===== config.mk =====
export PLATFORM = sky130hd
export DESIGN_NAME = mem_bus_arbiter_flat
export DESIGN_NICKNAME = d
export VERILOG_FILES = /design/src/rtl/mem_bus_arbiter_if.sv /design/src/rtl/mem_bus_arbiter.sv /design/src/flat_wrapper.sv
export SDC_FILE = /design/constraint.sdc
export NUM_CORES = 1
export LEC_CHECK = 0
export CORE_AREA = 4 4 87 89
export DETAILED_ROUTE_END_ITERATION = 16
export DIE_AREA = 0 0 91 93
export GPL_TIMING_DRIVEN = 0
export PLACE_DENSITY = 0.78
export SKIP_LAST_GASP = 1
export SYNTH_ARGS = -nofsm -noshare
export SYNTH_HDL_FRONTEND = slang
export SYNTH_SLANG_ARGS = --single-unit
export TNS_END_PERCENT = 1

===== constraint.sdc =====
create_clock -name clk -period 3.1 [get_ports clk]
set_clock_uncertainty 0.05 [all_clocks]
set_input_delay 0.62 -clock clk [delete_from_list [all_inputs] [get_ports clk]]
set_output_delay 0.62 -clock clk [all_outputs]
set_load 0.02 [all_outputs]

===== src/rtl/mem_bus_arbiter_if.sv =====
// Requester-side port of the memory bus arbiter: one request/ack handshake.
// The requester drives the master modport; the arbiter uses the slave modport.
interface mem_bus_arbiter_if;
    logic        req;
    logic        we;
    logic [15:0] addr;
    logic [7:0]  wdata;
    logic        ack;
    logic [7:0]  rdata;

    modport master (output req, we, addr, wdata, input ack, rdata);
    modport slave  (input req, we, addr, wdata, output ack, rdata);
endinterface


===== src/rtl/mem_bus_arbiter.sv =====
// Round-robin CPU/DMA arbiter for the shared 16-bit memory bus.
// Generates registered chip selects, strobes and per-region wait states.
module mem_bus_arbiter #(
    parameter int RAM_WAIT = 0,
    parameter int IO_WAIT  = 1,
    parameter int ROM_WAIT = 2
) (
    input  logic                    clk,
    input  logic                    reset_n,
    mem_bus_arbiter_if.slave        cpu,
    mem_bus_arbiter_if.slave        dma,
    output logic [15:0]             bus_addr,
    output logic [7:0]              bus_wdata,
    input  logic [7:0]              bus_rdata,
    output logic                    bus_we,
    output logic                    bus_re,
    output logic                    ram_sel_n,
    output logic                    io_sel_n,
    output logic                    rom_sel_n,
    output logic                    rom_wr_err
);
    localparam logic [1:0] IDLE    = 2'd0;
    localparam logic [1:0] ACCESS  = 2'd1;
    localparam logic [1:0] DONE    = 2'd2;

    localparam logic [1:0] REG_RAM = 2'd0;
    localparam logic [1:0] REG_IO  = 2'd1;
    localparam logic [1:0] REG_ROM = 2'd2;

    logic [1:0]  state;
    logic [7:0]  wait_cnt;
    logic        owner_dma;
    logic        last_grant_dma;
    logic        xfer_we;
    logic [1:0]  xfer_region;
    logic        cpu_ack_q;
    logic        dma_ack_q;
    logic [7:0]  cpu_rdata_q;
    logic [7:0]  dma_rdata_q;

    logic        grant_any;
    logic        grant_dma;
    logic        grant_we;
    logic [15:0] grant_addr;
    logic [7:0]  grant_wdata;
    logic [1:0]  grant_region;
    logic [7:0]  grant_wait;

    function automatic logic [1:0] region_of(input logic [15:0] addr);
        if (addr[15:13] == 3'b111) return REG_ROM;
        if (addr[15:12] == 4'hD)   return REG_IO;
        return REG_RAM;
    endfunction

    // Both requesting: serve whichever port did not win the previous cycle.
    always_comb begin
        // NOTE: every output gets a value before any branch, so no latch is inferred.
        grant_wait   = 8'(RAM_WAIT);
        grant_any    = cpu.req | dma.req;
        grant_dma    = dma.req & (~cpu.req | ~last_grant_dma);
        grant_addr   = grant_dma ? dma.addr  : cpu.addr;
        grant_we     = grant_dma ? dma.we    : cpu.we;
        grant_wdata  = grant_dma ? dma.wdata : cpu.wdata;
        grant_region = region_of(grant_addr);
        case (grant_region)
            REG_IO:  grant_wait = 8'(IO_WAIT);
            REG_ROM: grant_wait = 8'(ROM_WAIT);
            default: grant_wait = 8'(RAM_WAIT);
        endcase
    end

    // NOTE: sequential state uses non-blocking assignments so all registers update together.
    always_ff @(posedge clk or negedge reset_n) begin
        if (!reset_n) begin
            state          <= IDLE;
            wait_cnt       <= '0;
            owner_dma      <= 1'b0;
            last_grant_dma <= 1'b1;
            xfer_we        <= 1'b0;
            xfer_region    <= REG_RAM;
            cpu_ack_q      <= 1'b0;
            dma_ack_q      <= 1'b0;
            cpu_rdata_q    <= '0;
            dma_rdata_q    <= '0;
            bus_addr       <= '0;
            bus_wdata      <= '0;
            bus_we         <= 1'b0;
            bus_re         <= 1'b0;
            ram_sel_n      <= 1'b1;
            io_sel_n       <= 1'b1;
            rom_sel_n      <= 1'b1;
            rom_wr_err     <= 1'b0;
        end else begin
            case (state)
                IDLE: begin
                    if (grant_any) begin
                        state       <= ACCESS;
                        owner_dma   <= grant_dma;
                        xfer_we     <= grant_we;
                        xfer_region <= grant_region;
                        wait_cnt    <= grant_wait;
                        bus_addr    <= grant_addr;
                        bus_wdata   <= grant_wdata;
                        // ROM is never written: select it but suppress the write strobe.
                        bus_we      <= grant_we && (grant_region != REG_ROM);
                        bus_re      <= ~grant_we;
                        ram_sel_n   <= (grant_region != REG_RAM);
                        io_sel_n    <= (grant_region != REG_IO);
                        rom_sel_n   <= (grant_region != REG_ROM);
                    end
                end
                ACCESS: begin
                    if (wait_cnt == 8'd0) begin
                        state          <= DONE;
                        bus_we         <= 1'b0;
                        bus_re         <= 1'b0;
                        ram_sel_n      <= 1'b1;
                        io_sel_n       <= 1'b1;
                        rom_sel_n      <= 1'b1;
                        last_grant_dma <= owner_dma;
                        rom_wr_err     <= xfer_we && (xfer_region == REG_ROM);
                        if (owner_dma) begin
                            dma_ack_q <= 1'b1;
                            if (!xfer_we) dma_rdata_q <= bus_rdata;
                        end else begin
                            cpu_ack_q <= 1'b1;
                            if (!xfer_we) cpu_rdata_q <= bus_rdata;
                        end
                    end else begin
                        wait_cnt <= wait_cnt - 8'd1;
                    end
                end
                DONE: begin
                    state      <= IDLE;
                    cpu_ack_q  <= 1'b0;
                    dma_ack_q  <= 1'b0;
                    rom_wr_err <= 1'b0;
                end
                default: begin
                    state      <= IDLE;
                    cpu_ack_q  <= 1'b0;
                    dma_ack_q  <= 1'b0;
                    rom_wr_err <= 1'b0;
                    bus_we     <= 1'b0;
                    bus_re     <= 1'b0;
                    ram_sel_n  <= 1'b1;
                    io_sel_n   <= 1'b1;
                    rom_sel_n  <= 1'b1;
                end
            endcase
        end
    end

    assign cpu.ack   = cpu_ack_q;
    assign cpu.rdata = cpu_rdata_q;
    assign dma.ack   = dma_ack_q;
    assign dma.rdata = dma_rdata_q;
endmodule


===== src/flat_wrapper.sv =====
// flat-port wrapper written by rule: the top's interface ports become plain ports
module mem_bus_arbiter_flat 
#(
    parameter int RAM_WAIT = 0,
    parameter int IO_WAIT  = 1,
    parameter int ROM_WAIT = 2
)
  (clk, reset_n, bus_addr, bus_wdata, bus_rdata, bus_we, bus_re, ram_sel_n, io_sel_n, rom_sel_n, rom_wr_err, cpu_req, cpu_we, cpu_addr, cpu_wdata, cpu_ack, cpu_rdata, dma_req, dma_we, dma_addr, dma_wdata, dma_ack, dma_rdata);
  mem_bus_arbiter_if cpu_i ();
  mem_bus_arbiter_if dma_i ();
  input  logic clk;
  input  logic reset_n;
  output logic [15:0] bus_addr;
  output logic [7:0] bus_wdata;
  input  logic [7:0] bus_rdata;
  output logic bus_we;
  output logic bus_re;
  output logic ram_sel_n;
  output logic io_sel_n;
  output logic rom_sel_n;
  output logic rom_wr_err;
  input wire logic [$bits(cpu_i.req)-1:0] cpu_req;
  input wire logic [$bits(cpu_i.we)-1:0] cpu_we;
  input wire logic [$bits(cpu_i.addr)-1:0] cpu_addr;
  input wire logic [$bits(cpu_i.wdata)-1:0] cpu_wdata;
  output wire logic [$bits(cpu_i.ack)-1:0] cpu_ack;
  output wire logic [$bits(cpu_i.rdata)-1:0] cpu_rdata;
  input wire logic [$bits(dma_i.req)-1:0] dma_req;
  input wire logic [$bits(dma_i.we)-1:0] dma_we;
  input wire logic [$bits(dma_i.addr)-1:0] dma_addr;
  input wire logic [$bits(dma_i.wdata)-1:0] dma_wdata;
  output wire logic [$bits(dma_i.ack)-1:0] dma_ack;
  output wire logic [$bits(dma_i.rdata)-1:0] dma_rdata;
  assign cpu_i.req = cpu_req;
  assign cpu_i.we = cpu_we;
  assign cpu_i.addr = cpu_addr;
  assign cpu_i.wdata = cpu_wdata;
  assign cpu_ack = cpu_i.ack;
  assign cpu_rdata = cpu_i.rdata;
  assign dma_i.req = dma_req;
  assign dma_i.we = dma_we;
  assign dma_i.addr = dma_addr;
  assign dma_i.wdata = dma_wdata;
  assign dma_ack = dma_i.ack;
  assign dma_rdata = dma_i.rdata;
  mem_bus_arbiter #(.RAM_WAIT(RAM_WAIT), .IO_WAIT(IO_WAIT), .ROM_WAIT(ROM_WAIT)) u_core (.clk(clk), .reset_n(reset_n), .cpu(cpu_i), .dma(dma_i), .bus_addr(bus_addr), .bus_wdata(bus_wdata), .bus_rdata(bus_rdata), .bus_we(bus_we), .bus_re(bus_re), .ram_sel_n(ram_sel_n), .io_sel_n(io_sel_n), .rom_sel_n(rom_sel_n), .rom_wr_err(rom_wr_err));
endmodule

==> impl_metrics.yaml <==
detailed_routing:
  drt_pass1_iterations: 4
  viasPerCell: 5.19
  wire_per_inst_microns: 15.8
  drt_iter0_markers: 125
  vias: 2382
  wirelength_microns: 7250
  ant_nets: 0
  remaining_drc_errors: 0
sta:
  max_freq_mhz: 425
  holdWs_ns: 0.310
  slew_headroom: 0.478
  fin_crit_ns: 2.36
  slew_viol_final: 0
  min_period_over_period: 0.760
  worst_pin_slew_ns: 0.782
  setup_viol: 0
  grt_setup_unrepaired: "false"
  finalHoldViolCount: 0
yosys:
  yosys_most_used_dff: "dfrtp_1"
  ys.warnings.count: 0
  synth_area_per_cell_sq_um: 11.4
  synthCells: 255
  seq_area_frac_synth: 0.542
  async_flop_share: 1.00
  synth-seq-cells: 63
  synth_edf_count: 0
  synth_nets: 319
  ys_types: 44
  synth_area_sq_mm: 0.00292
layout:
  nets: 439
  fin_area_sq_mm: 0.00430
  fill_cells: 547
  antenna_cells: 0
  areaGrowthSynthToFinish_pct: 47.5
  fin_util: 0.637
  drive_above_1_share: 0.132
floorplan:
  die_area_sq_mm: 0.00846
  ioPinCount: 110
  die_h_microns: 93
  rows: 30
  die_x_microns: 91
  start_util: 0.432
  core_sq_mm: 0.00676
worst_setup_path:
  required_ns: 3.25
  critPathKind: "input port to flip-flop"
  rr_worst_depth: 6
  cpPeakStageDelay_ns: 0.52
  endpoint_kind: "flip-flop"
  critPathBufInv: 3
  crit_chain: "clkdlybuf4s50_1, a21boi_1, buf_2, buf_2, mux2i_1, a21oi_1"
  cp_common_cell: "buf_2"
  crit_arrival_ns: 2.50
  worstPathMaxFanout: 10
  path_delay_family: "buffers and inverters"
  path_depth: 6
  start_kind: "input port"
  crit_slowest_cell: "clkdlybuf4s50_1"
global_route:
  grt_max_degree: 64
  grt_use_total: 0.177
  antenna_found_initial: 0
  grt_pass1_vias: 2530
  grt.overflow.total: 0
  grt_pass1_wl_microns: 12000
clocking:
  root_buffer: "clkbuf_8"
  cts.sinks: 63
  cts_setup_buffers: 0
  cts_resized: 0
  cts-hold-fix-buffers: 0
  path_clk_slew_ns: 0.07
  clk_latency_ns: 0.34
  cts_tree: "done"
  clk_path_buf_depth: 2
  cts_made_buffers: 9
  htree_num_levels: 3
placement:
  place_hpwl_microns: 5340
  dpl_cell_area_sq_mm: 0.00411
  port_buffers: 109
  globalplace.congestion: 0.770
pwr:
  p_per_area_mw_per_mm2: 970
  p_int_mw: 2.62
  seqPwrFrac: 0.357
  pwr-share-comb: 0.473
  p_leak_nw: 1.86
  ir_drop_mv: 0.590
  clockPowerShare: 0.170
  p_sw_mw: 1.55
  sw_frac_of_total: 0.372
min_path:
  hold_class: "input port to asynchronous set/reset pin"
run:
  maxCapViolCount: 0
status:
  status: "complete, no violations"
==> cells by family (layout without fill, tap and decap cells) <==
logic type / after synthesis / count (layout) / synth area share
AND/OR/NAND/NOR: 64 / 64 / 0.121
flip-flops: 63 / 63 / 0.542
AO/OA/AOI/OAI: 56 / 56 / 0.115
multiplexers: 47 / 47 / 0.180
buffers and inverters: 23 / 147 / 0.0335
adder cells (fa/ha/maj): 2 / 2 / 0.00858
==> placed cells by master, fill, tap and decap left out, types with 6 or more instances in the layout <==
cell and instances:
clkdlybuf4s50_1 108, dfrtp_1 59, nor2_1 34, a21oi_1 31, mux2i_1 28, inv_1 11, clkbuf_8 11, mux2_2 10
mux2_4 8, o21ai_0 8, buf_1 6
==> final timing paths <==
kind | from | endpoint | slack [ns]
max | dma_req | u_core.bus_wdata[4]$_DFFE_PN0P_ | 0.74
min | reset_n | u_core.wait_cnt[6]$_DFFE_PN0P_ | 0.31
max reg2reg | u_core.wait_cnt[0]$_DFFE_PN0P_ | u_core.wait_cnt[5]$_DFFE_PN0P_ | 0.78
min reg2reg | u_core.rom_sel_n$_DFFE_PN1P_ | u_core.rom_sel_n$_DFFE_PN1P_ | 0.46
max in group asynchronous | reset_n | u_core.bus_addr[12]$_DFFE_PN0P_ | 2.17
min in group clk | u_core.rom_sel_n$_DFFE_PN1P_ | u_core.rom_sel_n$_DFFE_PN1P_ | 0.46
==> per-stage QoR <==
step | worst slack [ns] | setup TNS (ns) | instances | power [mW]
3_3_place_gp | -0.689 | -40.43 | 444 | 3.42
5_1_grt | 0.616 | 0 | 459 | 4.46
4_1_cts | 0.746 | 0 | 459 | 4.22
2_1_floorplan | 0.949 | 0 | 255 | 2.58
6_report | 0.745 | 0 | 459 | 4.17
3_5_place_dp | 0.380 | 0 | 444 | 3.49
==> cells in the mapped netlist (2+ instances only) <==
cell type  number  area share
nor2_1         34       0.044
dfrtp_1        59        0.51
nand3_1         3      0.0051
nand2_1         4      0.0051
buf_1           6      0.0077
nor4_4          2       0.015
mux2_4          8       0.041
or4_1           2      0.0051
inv_1          11       0.014
nor2b_1         3      0.0064
nand4b_1        2      0.0060
mux2_2         10       0.039
o211ai_1        4       0.010
mux2i_1        28       0.096
dfstp_2         4       0.036
or3_2           2      0.0051
nor3_1          2      0.0034
a21oi_1        31       0.053
clkbuf_1        2      0.0026
o21ai_0         8       0.014
buf_2           3      0.0051
o21a_1          4       0.010
ha_1            2      0.0086
==> routing by layer <==
layer | vias to the layer above | track usage | share of wire
li1 | 1143 | - | -
met1 | 1151 | 0.211 | 0.41
met2 | 82 | 0.288 | 0.49
met3 | 6 | 0.0821 | 0.083
met4 | 0 | 0.0553 | 0.0079
met5 | - | 0 | 0
==> cell type report <==
type,count,area [sq um],share of cell area
tap,80,100,0.0233
clock inverter,3,42.5,0.00989
multi-input combinational,169,1240,0.288
timing repair buffer,109,1090,0.253
buffer,12,56.3,0.0131
sequential,63,1580,0.368
clock buffer,12,155,0.0361
inverter,11,41.3,0.00960
==> registers in the layout, indices dropped and copies added (netlist names), 2 cells and up <==
name,cells
u_core.wait_cnt,8
u_core.state,2
u_core.xfer_region,2
u_core.cpu.rdata,8
u_core.dma.rdata,8
u_core.bus_addr,16
u_core.bus_wdata,8
==> power groups by stage <==
stage / clock network [mW] / registers, mW / logic, mW
after floorplan: 0 / 1.83 / 0.754
after global placement: 0 / 1.49 / 1.94
after detailed placement: 0 / 1.50 / 1.99
after CTS: 0.731 / 1.49 / 2.00
after global routing: 0.770 / 1.54 / 2.15
final: 0.711 / 1.49 / 1.97
(Power assumes the default switching activity.)
